==> config.mk <==
export PLATFORM = sky130hd
export DESIGN_NAME = floo_axis_noc_rx_buffer_flat
export DESIGN_NICKNAME = d
export VERILOG_FILES = /design/src/rtl/floo_axis_noc_rx_buffer_if.sv /design/src/rtl/floo_axis_noc_rx_buffer.sv /design/src/flat_wrapper.sv
export SDC_FILE = /design/constraint.sdc
export NUM_CORES = 1
export LEC_CHECK = 0
export BUFFER_PORTS_ARGS = -buffer_cell sky130_fd_sc_hd__buf_2
export CORE_UTILIZATION = 40
export DETAILED_ROUTE_END_ITERATION = 10
export PLACE_DENSITY = 0.6
export SYNTH_ARGS = -nofsm -noshare
export SYNTH_HDL_FRONTEND = slang
export SYNTH_SLANG_ARGS = --single-unit
==> constraint.sdc <==
create_clock -name clk_i -period 5 [get_ports clk_i]
set_input_delay 1 -clock clk_i [delete_from_list [all_inputs] [get_ports clk_i]]
set_output_delay 1 -clock clk_i [all_outputs]
set_load 0.005 [all_outputs]
==> src/rtl/floo_axis_noc_rx_buffer_if.sv <==
// Bundle of the AXIS receive stream and the two NoC flit channels of the rx buffer.
// FLOO_AXIS_RX_CREDIT_EN adds the per-channel credit return pulses.
interface floo_axis_noc_rx_buffer_if #(
   parameter int unsigned DataWidth = 64,
   parameter int unsigned Depth     = 4,
   parameter int unsigned CntWidth  = $clog2(Depth + 1)
);
   logic [DataWidth:0]   axis_tdata_i;
   logic                 axis_tvalid_i;
   logic                 axis_tready_o;
   logic                 req_valid_o;
   logic                 req_ready_i;
   logic [DataWidth-1:0] req_data_o;
   logic                 rsp_valid_o;
   logic                 rsp_ready_i;
   logic [DataWidth-1:0] rsp_data_o;
   logic [CntWidth-1:0]  req_usage_o;
   logic [CntWidth-1:0]  rsp_usage_o;
`ifdef FLOO_AXIS_RX_CREDIT_EN
   logic                 credit_req_o;
   logic                 credit_rsp_o;
`endif

   modport slave (
      input  axis_tdata_i, axis_tvalid_i, req_ready_i, rsp_ready_i,
      output axis_tready_o, req_valid_o, req_data_o, rsp_valid_o, rsp_data_o,
             req_usage_o, rsp_usage_o
`ifdef FLOO_AXIS_RX_CREDIT_EN
      , output credit_req_o, credit_rsp_o
`endif
   );

   modport master (
      output axis_tdata_i, axis_tvalid_i, req_ready_i, rsp_ready_i,
      input  axis_tready_o, req_valid_o, req_data_o, rsp_valid_o, rsp_data_o,
             req_usage_o, rsp_usage_o
`ifdef FLOO_AXIS_RX_CREDIT_EN
      , input credit_req_o, credit_rsp_o
`endif
   );
endinterface

==> src/rtl/floo_axis_noc_rx_buffer.sv <==
// Rx termination of the serial link: steers AXIS beats by hdr bit into req/rsp FIFOs.
// Optional FLOO_AXIS_RX_CREDIT_EN returns one credit pulse per popped flit.
module floo_axis_noc_rx_fifo #(
   parameter int unsigned DataWidth = 64,
   parameter int unsigned Depth     = 4,
   parameter int unsigned CntWidth  = $clog2(Depth + 1)
) (
   input  logic                 clk_i,
   input  logic                 rst_i,
   input  logic                 push_i,
   input  logic [DataWidth-1:0] data_i,
   output logic                 full_o,
   output logic                 valid_o,
   input  logic                 ready_i,
   output logic [DataWidth-1:0] data_o,
   output logic [CntWidth-1:0]  usage_o,
   output logic                 pop_o
);
   localparam int unsigned PtrWidth = (Depth > 1) ? $clog2(Depth) : 1;

   logic [Depth-1:0][DataWidth-1:0] mem;
   logic [PtrWidth-1:0]             wr_ptr, rd_ptr;
   logic [CntWidth-1:0]             cnt;

   // Wrap explicitly so non-power-of-two depths work.
   function automatic logic [PtrWidth-1:0] ptr_inc(input logic [PtrWidth-1:0] p);
      return (p == PtrWidth'(Depth - 1)) ? '0 : p + 1'b1;
   endfunction

   assign full_o  = (cnt == CntWidth'(Depth));
   assign valid_o = (cnt != '0);
   assign pop_o   = valid_o & ready_i;
   assign data_o  = mem[rd_ptr];
   assign usage_o = cnt;

   always_ff @(posedge clk_i) begin
      if (rst_i) begin
         wr_ptr <= '0;
         rd_ptr <= '0;
         cnt    <= '0;
      end else begin
         if (push_i) wr_ptr <= ptr_inc(wr_ptr);
         if (pop_o)  rd_ptr <= ptr_inc(rd_ptr);
         cnt <= cnt + CntWidth'(push_i) - CntWidth'(pop_o);
      end
   end

   always_ff @(posedge clk_i) begin
      if (push_i) mem[wr_ptr] <= data_i;
   end

   a_cnt_max : assert property (@(posedge clk_i) disable iff (rst_i)
      cnt <= CntWidth'(Depth));
   a_data_hold : assert property (@(posedge clk_i) disable iff (rst_i)
      valid_o && !ready_i |=> $stable(data_o));
endmodule

module floo_axis_noc_rx_buffer #(
   parameter int unsigned DataWidth = 64,
   parameter int unsigned Depth     = 4,
   parameter int unsigned CntWidth  = $clog2(Depth + 1)
) (
   input logic                       clk_i,
   input logic                       rst_i,
   floo_axis_noc_rx_buffer_if.slave  bus
);
   // Channel index equals the hdr value: 1 = request, 0 = response.
   localparam int unsigned NumCh = 2;

   if (Depth < 1) begin : g_depth_chk
      $error("floo_axis_noc_rx_buffer: Depth must be >= 1");
   end

   logic                                sel;
   logic [NumCh-1:0]                    push, pop, full, valid, ready;
   logic [NumCh-1:0][DataWidth-1:0]     rd_data;
   logic [NumCh-1:0][CntWidth-1:0]      usage;

   assign sel   = bus.axis_tdata_i[DataWidth];
   assign ready = {bus.req_ready_i, bus.rsp_ready_i};

   // Full is judged on the registered count only; a same-cycle pop does not free a slot.
   assign bus.axis_tready_o = !full[sel];

   for (genvar ch = 0; ch < NumCh; ch++) begin : g_ch
      assign push[ch] = bus.axis_tvalid_i & bus.axis_tready_o & (sel == 1'(ch));

      floo_axis_noc_rx_fifo #(
         .DataWidth (DataWidth),
         .Depth     (Depth),
         .CntWidth  (CntWidth)
      ) u_fifo (
         .clk_i   (clk_i),
         .rst_i   (rst_i),
         .push_i  (push[ch]),
         .data_i  (bus.axis_tdata_i[DataWidth-1:0]),
         .full_o  (full[ch]),
         .valid_o (valid[ch]),
         .ready_i (ready[ch]),
         .data_o  (rd_data[ch]),
         .usage_o (usage[ch]),
         .pop_o   (pop[ch])
      );
   end

   assign bus.req_valid_o = valid[1];
   assign bus.req_data_o  = rd_data[1];
   assign bus.req_usage_o = usage[1];
   assign bus.rsp_valid_o = valid[0];
   assign bus.rsp_data_o  = rd_data[0];
   assign bus.rsp_usage_o = usage[0];

`ifdef FLOO_AXIS_RX_CREDIT_EN
   logic [NumCh-1:0] credit_q;

   always_ff @(posedge clk_i) begin
      if (rst_i) credit_q <= '0;
      else       credit_q <= pop;
   end

   assign bus.credit_req_o = credit_q[1];
   assign bus.credit_rsp_o = credit_q[0];

   // A credit-respecting transmitter never offers a beat to a full channel.
   a_credit_overrun : assert property (@(posedge clk_i) disable iff (rst_i)
      bus.axis_tvalid_i |-> !full[sel]);
`endif
endmodule

==> src/flat_wrapper.sv <==
// flat-port wrapper written by rule: the top's interface ports become plain ports
module floo_axis_noc_rx_buffer_flat 
#(
   parameter int unsigned DataWidth = 64,
   parameter int unsigned Depth     = 4,
   parameter int unsigned CntWidth  = $clog2(Depth + 1)
)
  (clk_i, rst_i, bus_axis_tdata_i, bus_axis_tvalid_i, bus_req_ready_i, bus_rsp_ready_i, bus_axis_tready_o, bus_req_valid_o, bus_req_data_o, bus_rsp_valid_o, bus_rsp_data_o, bus_req_usage_o, bus_rsp_usage_o);
  floo_axis_noc_rx_buffer_if #(.DataWidth(DataWidth), .Depth(Depth), .CntWidth(CntWidth)) bus_i ();
  input logic clk_i;
  input logic rst_i;
  input wire logic [$bits(bus_i.axis_tdata_i)-1:0] bus_axis_tdata_i;
  input wire logic [$bits(bus_i.axis_tvalid_i)-1:0] bus_axis_tvalid_i;
  input wire logic [$bits(bus_i.req_ready_i)-1:0] bus_req_ready_i;
  input wire logic [$bits(bus_i.rsp_ready_i)-1:0] bus_rsp_ready_i;
  output wire logic [$bits(bus_i.axis_tready_o)-1:0] bus_axis_tready_o;
  output wire logic [$bits(bus_i.req_valid_o)-1:0] bus_req_valid_o;
  output wire logic [$bits(bus_i.req_data_o)-1:0] bus_req_data_o;
  output wire logic [$bits(bus_i.rsp_valid_o)-1:0] bus_rsp_valid_o;
  output wire logic [$bits(bus_i.rsp_data_o)-1:0] bus_rsp_data_o;
  output wire logic [$bits(bus_i.req_usage_o)-1:0] bus_req_usage_o;
  output wire logic [$bits(bus_i.rsp_usage_o)-1:0] bus_rsp_usage_o;
  assign bus_i.axis_tdata_i = bus_axis_tdata_i;
  assign bus_i.axis_tvalid_i = bus_axis_tvalid_i;
  assign bus_i.req_ready_i = bus_req_ready_i;
  assign bus_i.rsp_ready_i = bus_rsp_ready_i;
  assign bus_axis_tready_o = bus_i.axis_tready_o;
  assign bus_req_valid_o = bus_i.req_valid_o;
  assign bus_req_data_o = bus_i.req_data_o;
  assign bus_rsp_valid_o = bus_i.rsp_valid_o;
  assign bus_rsp_data_o = bus_i.rsp_data_o;
  assign bus_req_usage_o = bus_i.req_usage_o;
  assign bus_rsp_usage_o = bus_i.rsp_usage_o;
  floo_axis_noc_rx_buffer #(.DataWidth(DataWidth), .Depth(Depth), .CntWidth(CntWidth)) u_core (.clk_i(clk_i), .rst_i(rst_i), .bus(bus_i));
endmodule
Word level (Yosys, flattened, before mapping)
Index checks and enable logic that the tools add are counted.
Widths: inputs -> output; s select.
{"block": "op_classes", "muxes": 16, "n_mul": 0, "eq_ne": 6, "shift": 0, "n_div": 0, "order_cmp": 7, "bitwise": 6, "reduce_logical": 5, "addsub": 8}
{"operator": "$bwmux 256", "n": 2}
{"operator": "$bmux 64 s2", "n": 2}
{"operator": "$demux 64 s2", "n": 2}
{"operator": "$mux 64", "n": 4}
{"operator": "$lt 2x3->1 const B", "n": 4}
{"operator": "$add 2x1->2 const B", "n": 4}
{"operator": "$eq 2x2->1 const B", "n": 4}
{"operator": "$mux 2", "n": 4}
{"operator": "$add 3x1->3", "n": 2}
{"operator": "$eq 3x3->1 const B", "n": 2}
{"operator": "$reduce_bool 3->1", "n": 2}
{"operator": "$sub 3x1->3", "n": 2}
{"operator": "$and 1x1->1", "n": 5}
{"operator": "$ge 2x1->1 const B", "n": 2}
{"operator": "$logic_and 1x1->1", "n": 2}
{"operator": "$lt 1x2->1 const B", "n": 1}
{"operator": "$mux 1", "n": 2}
{"operator": "$logic_not 1->1", "n": 1}
{"operator": "$not 1->1", "n": 1}
{"block": "word_totals", "output_inout_bits": 137, "latchBits": 0, "mem_count": 0, "register_bits": 526, "word_cells": 62, "ram_bits": 0, "romBits": 0, "input_bits": 70}

Depth between registers and ports, before layout
Gate-level depths: netlist of the first run.
{"block": "logic_depth", "depth_word": 8, "mapped_depth": 10, "depth_no_buf": 10}

Modules after synthesis
From an unflattened synthesis of the first run, not the netlist that was laid out.
{"block": "unflattened", "cells_unflattened": 757, "hier_area_um2": 19364.8}
{"module": "floo_axis_noc_rx_fifo", "seq_area_each_um2": 7827.5, "instances": 2, "area_each_um2": 9669.3, "cells_each": 377}
{"module": "floo_axis_noc_rx_buffer", "seq_area_each_um2": 0.0, "instances": 1, "area_each_um2": 26.3, "cells_each": 3}

Worst setup path before layout of the first run
No wires, ideal clock.
{"block": "synth_timing", "kind": "input-to-reg", "startpoint": "in bus_axis_tvalid_i", "endpoint": "reg u_core.g_ch[1].u_fifo.mem[0] in the netlist's numbering (enable)", "path_stages": 2, "arrival_ns": 2.755, "path_buffers": 0, "setup_time_ns": 0.429, "required_ns": 4.571, "path_slack_ns": 1.815, "path_cell_list": "and2_1 and3_1"}
{"block": "synth_via", "elab_chain_len": 2}
{"element": "from (decl)", "line_no": "flat_wrapper.sv:13", "source": "input wire logic [$bits(bus_i.axis_tvalid_i)-1:0] bus_axis_tvalid_i;"}
{"element": "$and 1x1->1 (2 in series)", "line_no": "floo_axis_noc_rx_buffer.sv:86", "source": "assign push[ch] = bus.axis_tvalid_i & bus.axis_tready_o & (sel == 1'(ch));"}
{"element": "to (signal, indexed assignment)", "line_no": "floo_axis_noc_rx_buffer.sv:49", "source": "if (push_i) mem[wr_ptr] <= data_i;"}
{"element": "to (decl)", "line_no": "floo_axis_noc_rx_buffer.sv:21", "source": "logic [Depth-1:0][DataWidth-1:0] mem;"}
No other way between the ends.
A chain may end at the register's enable or synchronous reset.

Final worst setup path of the first run
{"block": "layout_timing", "startpoint": "reg u_core.g_ch[0].u_fifo.rd_ptr[0]", "endpoint": "out bus_rsp_data_o[12]"}
{"block": "layout_via", "elab_chain_len": 2}
{"element": "from (decl)", "line_no": "floo_axis_noc_rx_buffer.sv:22", "source": "logic [PtrWidth-1:0] wr_ptr, rd_ptr;"}
{"element": "from (signal assigned)", "line_no": "floo_axis_noc_rx_buffer.sv:43", "source": "if (pop_o) rd_ptr <= ptr_inc(rd_ptr);"}
{"element": "$bmux 64 s2", "line_no": "floo_axis_noc_rx_buffer.sv:33", "source": "assign data_o = mem[rd_ptr];"}
{"element": "$mux 64 (implied by the code)", "line_no": "floo_axis_noc_rx_buffer.sv:33"}
{"element": "to (decl)", "line_no": "flat_wrapper.sv:20", "source": "output wire logic [$bits(bus_i.rsp_data_o)-1:0] bus_rsp_data_o;"}
No other way between the ends. The select of a mux whose other input is x is not followed.

==> impl_metrics.ini, run 1 <==
[logic_synthesis]
yosysWarnings = 0
synth_compound_area_frac = 0.00401
yosys.area_share.simple = 0.0121
synth_ff_type = edfxtp_1
synth-edff-count = 512
syn_avg_cell_area_um2 = 25.2
synth.area.mux_share = 0.150
synth_top_family_by_area = multiplexers
seq_area_frac_synth = 0.808
async_reset_ff_frac = 0
synthAdderAreaFrac = 0.0111
syn_area_mm2 = 0.0194
yosysUniqueCellTypes = 32
synthXorXnorAreaFrac = 0.000904
syn_nets = 854
synth.ff_latch_count = 526
synthCells = 768

[placed_design]
dpl.hpwl_mm = 22.2
port_buffers = 206
dpl.cell_count = 1574
gp_congestion = 0.711

[finish]
layout_common_cells = edfxtp_1, buf_2, mux4_2
syn_to_final_growth_pct = 17.2
final_cells = 1673
final_common_cell = edfxtp_1
final_util = 0.475
layout.nets = 1100
drive_gt1_frac = 0.410
antenna_cells = 0
nFillCells = 3911

[sta]
layout_worst_path_cycle_share = 0.711
min_period_ns = 3.55
slew_headroom = 0.263
hold_viol_final = 0
max_freq_ghz = 0.281
final-max-slew-violation-count = 0
setup_viol = 0
finalSetupTns_ns = 0
rsz0062_at_grt = no
whs_ns = 0.529
tightest_slew_ns = 1.11
fin_worst_skew_ns = 0.0100

[drt]
dr.pass1.iters = 5
drt-initial-drc-count = 412
ant_nets = 0
drc = 0
vias_per_cell = 5.16
via_count = 8641
wl_per_cell_um = 23.1
wirelength_mm = 38.7

[global_route]
antenna_found_initial = 0
grt_usage = 0.159
grt_pass1_wl_mm = 58.1
grt_max_degree = 67
grt-ovfl-total = 0
grt_pass1_vias = 9151

[pwr]
power_density_mw_per_mm2 = 467
peakVddDrop_v = 0.000245
p_leak_nw = 7.42
p_total_mw = 10.6

[floorplan]
rows = 80
core_mm2 = 0.0477
die_area_mm2 = 0.0493
ios = 207
start_util = 0.406
fp.dieW_um = 222
die_h_um = 222

[cts]
clockRootBuffer = clkbuf_16
clk_latency_ns = 0.58
cts_tree = yes
cts.sinks = 526
htreeDepth = 2
path_clk_slew_ns = 0.06
cts_resized = 0
postCtsSetupBuffers = 0
cts_hold_buf = 0
numCtsBuffers = 53
cts_buffer_depth = 3

[min_path]
min_path_type = reg2reg

[flow_run]
drv_cap = 0

[critical_path]
worst_ep_arrival_time_ns = 2.55
critPathLaunchType = flop
crit_fanout = 35
crit_type = reg2out
required_ns = 4.00
crit_path_end_kind = primary output

[run_status]
status = complete, no violations
==> synth_stat cells (8+ instances only) <==
master | n | area share
ha_1 | 14 | 0.0090
edfxtp_1 | 512 | 0.79
buf_2 | 14 | 0.0036
buf_6 | 11 | 0.0064
dfxtp_1 | 14 | 0.014
nor2_1 | 8 | 0.0016
mux4_2 | 128 | 0.15
inv_1 | 12 | 0.0023
==> sequential cells by signal, summed over array words and instances, names as in the netlist <==
name and flops:
u_core.g_ch.u_fifo.rd_ptr 4, u_core.g_ch.u_fifo.mem 512, u_core.g_ch.u_fifo.wr_ptr 4, u_core.g_ch.u_fifo.usage_o 6
==> metrics by stage <==
stage / instance area, um2 / setup slack (ns)
floorplan: 19400 / 1.82
global placement: 21100 / 1.86
detailed placement: 21100 / 1.78
CTS: 22700 / 1.32
global route: 22700 / 1.25
finish: 22700 / 1.45
==> worst max-delay path: stages, from the launching register on <==
cell,delay [ns]
dfxtp_4,0.82
buf_12,0.38
mux4_2,0.60
buf_2,0.15
==> layout make-up <==
class | instances | area [um2] | area share
clock inverters | 36 | 215 | 0.00948
flip-flops and latches | 526 | 15700 | 0.690
well taps | 615 | 769 | 0.0339
inverters | 12 | 45.0 | 0.00198
repair buffers | 221 | 1160 | 0.0509
multi-input cells | 200 | 3480 | 0.153
clock buffers | 63 | 1360 | 0.0601
==> cell families after synthesis <==
| logic type | after synthesis |
|---|---|
| compound gates | 11 |
| xor+xnor | 2 |
| fa+ha+maj | 16 |
| buf+inv | 42 |
| flops | 526 |
| mux | 130 |
| simple gates | 41 |
==> per-layer routing <==
layer,wire length (um),global-route usage,vias up
li1,-,-,3772
met3,2010,0.0343,52
met4,643,0.0376,0
met1,17100,0.220,4586
met5,0,0,-
met2,18900,0.259,231
==> report_power, final <==
part           switching [mW]  internal (mW)
sequential              0.236           5.07
combinational           0.772          0.894
clock                    1.58           2.04
==> path summary, 6_finish.rpt <==
kind                                         start                               end  cells past startpoint  slack, ns
hold / removal     u_core.g_ch[1].u_fifo.wr_ptr[1]   u_core.g_ch[1].u_fifo.wr_ptr[1]                      2       0.53
hold reg to reg    u_core.g_ch[1].u_fifo.wr_ptr[1]   u_core.g_ch[1].u_fifo.wr_ptr[1]                      2       0.53
setup / recovery   u_core.g_ch[0].u_fifo.rd_ptr[0]                bus_rsp_data_o[12]                      3       1.45
setup reg to reg  u_core.g_ch[0].u_fifo.usage_o[1]  u_core.g_ch[0].u_fifo.usage_o[2]                     10       2.32
(Power assumes the default switching activity.)
==> inputs of run 2 (changes only) <==
==> constraint.sdc (replaced) <==
create_clock -name clk_i -period 3.4 [get_ports clk_i]
set_input_delay 0.68 -clock clk_i [delete_from_list [all_inputs] [get_ports clk_i]]
set_output_delay 0.68 -clock clk_i [all_outputs]
set_load 0.005 [all_outputs]
==> run 2 against run 1 <==
Via count increased by 0.88%; worst hold slack got worse by 0.17 ns; flip-flop and latch count unchanged; worst setup slack got worse by 1.1 ns; critical path depth unchanged; global-route usage increased by 0.29 points; wire length increased by 1.9%; die area unchanged; count of clock-buffer cells in the layout increased by 6; core utilization increased by 0.68 points; power increased by 51%; clock skew increased by 0.017 ns.
==> impl_metrics.ini, run 2 (synthesis gave the netlist of run 1 again) <==
[pwr]
p_total_mw = 16.0
peakVddDrop_v = 0.000372
power_density_mw_per_mm2 = 693
p_leak_nw = 7.55

[finish]
layout_common_cells = edfxtp_1, buf_2, mux4_2
syn_to_final_growth_pct = 18.9
final_util = 0.482
drive_gt1_frac = 0.419
regMostFlops = u_core.g_ch.u_fifo.mem
largest_reg_flops = 512
nFillCells = 3817
layout.nets = 1111
final_common_cell = edfxtp_1

[cts]
clk_latency_ns = 0.60
clockRootBuffer = clkbuf_16
path_clk_slew_ns = 0.06
cts_buffer_depth = 3
htreeDepth = 2
postCtsSetupBuffers = 0
numCtsBuffers = 54
cts_resized = 0
cts_hold_buf = 0
cts_tree = yes
cts.sinks = 526

[critical_path]
slowest_delay_ns = 0.68
cp_slowest_cell = dfxtp_4
crit_path_end_kind = primary output
required_ns = 2.72
crit_fanout = 23
critPathLaunchType = flop
crit_type = reg2out
worst_ep_arrival_time_ns = 2.33
path_cells = buf_12, mux4_2, buf_2

[sta]
final-max-slew-violation-count = 0
fin_worst_skew_ns = 0.0271
max_freq_ghz = 0.333
slew_headroom = 0.272
whs_ns = 0.362
setup_viol = 0
rsz0062_at_grt = no
finalSetupTns_ns = 0
min_period_ns = 3.01
tightest_slew_ns = 1.09
layout_worst_path_cycle_share = 0.884
hold_viol_final = 0

[global_route]
grt_usage = 0.162
grt-ovfl-total = 0
grt_pass1_wl_mm = 59.2
antenna_found_initial = 5
grt_max_degree = 66
grt_pass1_vias = 9092

[floorplan]
die_h_um = 222
core_mm2 = 0.0477
die_area_mm2 = 0.0493
fp.dieW_um = 222
ios = 207
rows = 80
start_util = 0.406

[flow_run]
drv_cap = 0

[drt]
dr.pass1.iters = 7
drt-initial-drc-count = 505
vias_per_cell = 5.18
ant_nets = 0
wirelength_mm = 39.4
drc = 0
wl_per_cell_um = 23.4
via_count = 8717

[placed_design]
dpl.hpwl_mm = 23.9
port_buffers = 206
gp_congestion = 0.700

[run_status]
status = complete, no violations

[min_path]
min_path_type = in2reg
==> run 2: cell types whose count changed in the layout (fill, tap and decap cells not counted), sizes merged <==
cell    delta
clkinv     -8
clkbuf     +6
buf       +10
inv        -1
diode      +2
bufinv     +2
==> run 2: final cells by class <==
cell class                 count  area [um2]  area share
sequential                   526       15700       0.681
multi-input combinational    200        3480       0.151
clock buffer                  69        1430      0.0621
timing repair buffer         231        1380      0.0600
tap                          615         769      0.0334
clock inverter                29         244      0.0106
inverter                      12        45.0     0.00196
antenna                        2        5.00    0.000217
==> run 2: per-layer routing <==
| layer | track usage | part of all wire | vias to the layer above |
|---|---|---|---|
| met1 | 0.237 | 0.46 | 4629 |
| met4 | 0.0506 | 0.021 | 6 |
| met5 | 0 | 0.00086 | - |
| met3 | 0.0409 | 0.059 | 67 |
| li1 | - | - | 3796 |
| met2 | 0.240 | 0.46 | 219 |
==> run 2: per-stage QoR <==
step | setup slack (ns) | cell area, um2 | instances
after detailed placement | 0.823 | 21300 | 1584
after global placement | 0.843 | 21300 | 1584
final | 0.393 | 23000 | 1684
after CTS | 0.287 | 23000 | 1682
after floorplan | 0.535 | 19400 | 768
after global routing | 0.216 | 23000 | 1682
==> run 2: worst max-delay path: cells and delay by family, from the launching register on <==
kind	cells	cell delay [ns]
buf+inv	2	0.45
flops	1	0.68
mux	1	0.58
==> run 2: worst paths after layout <==
kind | from | cells past startpoint | end | slack, ns
setup / recovery | u_core.g_ch[0].u_fifo.rd_ptr[0] | 3 | bus_rsp_data_o[57] | 0.39
hold / removal | bus_axis_tdata_i[31] | 1 | u_core.g_ch[1].u_fifo.mem[159] | 0.36
setup reg to reg | u_core.g_ch[1].u_fifo.usage_o[1] | 10 | u_core.g_ch[1].u_fifo.usage_o[2] | 0.84
hold reg to reg | u_core.g_ch[1].u_fifo.wr_ptr[1] | 2 | u_core.g_ch[1].u_fifo.wr_ptr[1] | 0.53
==> run 2: power by group <==
group | internal [mW] | leakage [nW] | total (mW) | switching [mW]
Clock | 3.26 | 0.809 | 5.62 | 2.36
Combinational | 1.38 | 1.98 | 2.61 | 1.23
Sequential | 7.44 | 4.76 | 7.73 | 0.291
Total | 12.1 | 7.55 | 16.0 | 3.88
==> inputs of run 3 (changes only) <==
--- a/config.mk
+++ b/config.mk
@@ -5,6 +5,7 @@
 export SDC_FILE = /design/constraint.sdc
 export NUM_CORES = 1
 export LEC_CHECK = 0
+export ABC_AREA = 1
 export BUFFER_PORTS_ARGS = -buffer_cell sky130_fd_sc_hd__buf_2
 export CORE_UTILIZATION = 40
 export DETAILED_ROUTE_END_ITERATION = 10
==> run 3 against run 2 <==
Clock power is 4.6% higher; largest power group unchanged; final area is 1.6% higher; power is 11% higher; register-to-register slack better by 0.40 ns.
==> impl_metrics.ini, run 3 <==
[run_status]
status = complete, no violations

[drt]
vias_per_cell = 5.19
drc = 0
wirelength_mm = 46.9
wl_met1_mm = 21.1
ant_nets = 0
wl_met2_mm = 22.5
wl_per_cell_um = 20.6
met3WireLength_mm = 2.57
dr.max_layer_used = met5
drt-initial-drc-count = 892
dr.pass1.iters = 5
via_count = 11800

[min_path]
min_to = u_core.g_ch[1].u_fifo.usage_o[0]
hp-start = rst_i
whs_path_depth = 2
min_path_type = in2reg

[cts]
clk_latency_ns = 0.59
cts.sinks = 526
cts_tree = yes
path_clk_slew_ns = 0.06
clockRootBuffer = clkbuf_16
cts_hold_buf = 0
numCtsBuffers = 54
cts_resized = 0
cts_buffer_depth = 3
postCtsSetupBuffers = 0
htreeDepth = 2

[placed_design]
port_buffers = 206
gp_congestion = 0.757
dpl.hpwl_mm = 27.0
dpl.cell_count = 2177

[logic_synthesis]
synth.ff_latch_count = 526
synth.most_common_cell = edfxtp_1
synthTopCellsByCount = edfxtp_1, nor2_1, o21ai_0
async_reset_ff_frac = 0
yosysUniqueCellTypes = 25
yosysWarnings = 0
synth_ff_type = edfxtp_1
syn_area_mm2 = 0.0199
synth_area_leaders = edfxtp_1, nor2_1, o22ai_1, o21ai_0, o21ai_1
yosysTopAreaCell = edfxtp_1
synthCells = 1360
seq_area_frac_synth = 0.787
syn_avg_cell_area_um2 = 14.6
yosysTopAreaCellShare = 0.773
synth-edff-count = 512
syn_nets = 1446

[finish]
final_cells = 2275
layout_common_cells = edfxtp_1, nor2_1, buf_2
drive_gt1_frac = 0.209
antenna_cells = 0
largest_reg_flops = 512
final_common_cell = edfxtp_1
layout.nets = 1655
regMostFlops = u_core.g_ch.u_fifo.mem
syn_to_final_growth_pct = 17.6

[sta]
final-max-slew-violation-count = 0
layout_worst_path_cycle_share = 0.898
tightest_slew_ns = 0.800
rsz0062_at_grt = no
setup_viol = 0
slew_headroom = 0.467
fin_worst_skew_ns = 0.0122
max_freq_ghz = 0.328
hold_viol_final = 0
min_period_ns = 3.05

[critical_path]
r2r_start = u_core.g_ch[0].u_fifo.usage_o[1]
cp_slowest_cell = buf_4
regToRegEndpoint = u_core.g_ch[0].u_fifo.usage_o[2]
required_ns = 2.72
critPathLaunchType = flop
worst_ep_arrival_time_ns = 2.37
crit_type = reg2out
reg2reg_slack_ns = 1.24
crit_path_end_kind = primary output
r2r_cells = 12
slowest_delay_ns = 0.64
path_cells = buf_4, o21ai_0, o22ai_1, buf_2
crit_fanout = 65

[floorplan]
core_mm2 = 0.0491
fp.dieW_um = 225
die_area_mm2 = 0.0506
rows = 81
start_util = 0.406
die_h_um = 225
ios = 207

[global_route]
grt_usage = 0.186
grt_max_degree = 131
grt_pass1_wl_mm = 70.6
grt_pass1_vias = 11400
grt-ovfl-total = 0
antenna_found_initial = 1

[pwr]
peakVddDrop_v = 0.000439
p_leak_nw = 8.03
power_density_mw_per_mm2 = 757
p_total_mw = 17.7

[flow_run]
drv_cap = 0
## run 3: cell count changes in the layout (fill, tap and decap cells not counted), moves of 7 or more
cell,before,now
buf_4,12,21
nor2_1,8,277
nor2_4,0,8
o22ai_1,0,128
nand2_1,3,12
o21ai_0,1,156
inv_1,12,26
and3_4,8,0
clkbuf_1,14,7
o21ai_1,0,105
mux4_2,128,0
## run 3: logic make-up (layout without fill, tap and decap cells)
kind of cell | Yosys count | after routing | share of synthesized area
flops | 526 | 526 | 0.787
compound gates | 395 | 395 | 0.108
simple gates | 304 | 304 | 0.0596
buf+inv | 118 | 369 | 0.0348
fa+ha+maj | 16 | 16 | 0.0108
xor+xnor | 1 | 1 | 0.000440
## run 3: worst max-delay path by stage
stage                                         start                               end  slack [ns]  cells after the start
CTS                 u_core.g_ch[0].u_fifo.rd_ptr[1]                bus_rsp_data_o[35]        0.30                      5
finish              u_core.g_ch[0].u_fifo.rd_ptr[1]                bus_rsp_data_o[29]        0.35                      4
detailed placement             bus_axis_tdata_i[64]    u_core.g_ch[0].u_fifo.mem[216]        0.92                      7
global route        u_core.g_ch[0].u_fifo.rd_ptr[1]                bus_rsp_data_o[29]        0.21                      4
floorplan                      bus_axis_tdata_i[64]      u_core.g_ch[0].u_fifo.mem[0]       -0.88                      5
global placement               bus_axis_tdata_i[64]  u_core.g_ch[1].u_fifo.usage_o[2]        0.91                     11
## run 3: critical path: cells and delay by family (launching register included)
kind	cells	cell delay (ns)
flip-flops	1	0.33
buffers and inverters	2	0.83
AO/OA/AOI/OAI	2	0.61
## run 3: final cells by class
type | count | area (um2)
fillers | 4260 | 25700
flip-flops and latches | 526 | 15700
multi-input cells | 716 | 3610
clock buffers | 64 | 1450
repair buffers | 237 | 1390
well taps | 664 | 831
clock inverters | 34 | 313
inverters | 34 | 133
## run 3: power by group
group / switching [mW] / internal [mW] / leakage, nW
Clock: 2.40 / 3.48 / 0.869
Combinational: 2.77 / 1.45 / 2.40
Sequential: 0.109 / 7.49 / 4.76
Total: 5.28 / 12.4 / 8.03
## run 3: routing by layer
metal  global-route usage  vias up
li1                     -     5529
met1                0.258     5910
met2                0.300      313
met3               0.0355       64
met4               0.0463        2
met5                    0        -
## run 3: per-stage QoR
stage               cell area [um2]  setup WS [ns]  TNS [ns]   util  hold slack, ns
CTS                           23400          0.302         0  0.477           0.292
floorplan                     19900         -0.882   -451.83      -           0.555
detailed placement            21600          0.919         0  0.441           0.588
finish                        23400          0.347         0  0.477           0.329
global route                  23400          0.213         0  0.477           0.307
global placement              21600          0.911         0  0.441           0.587
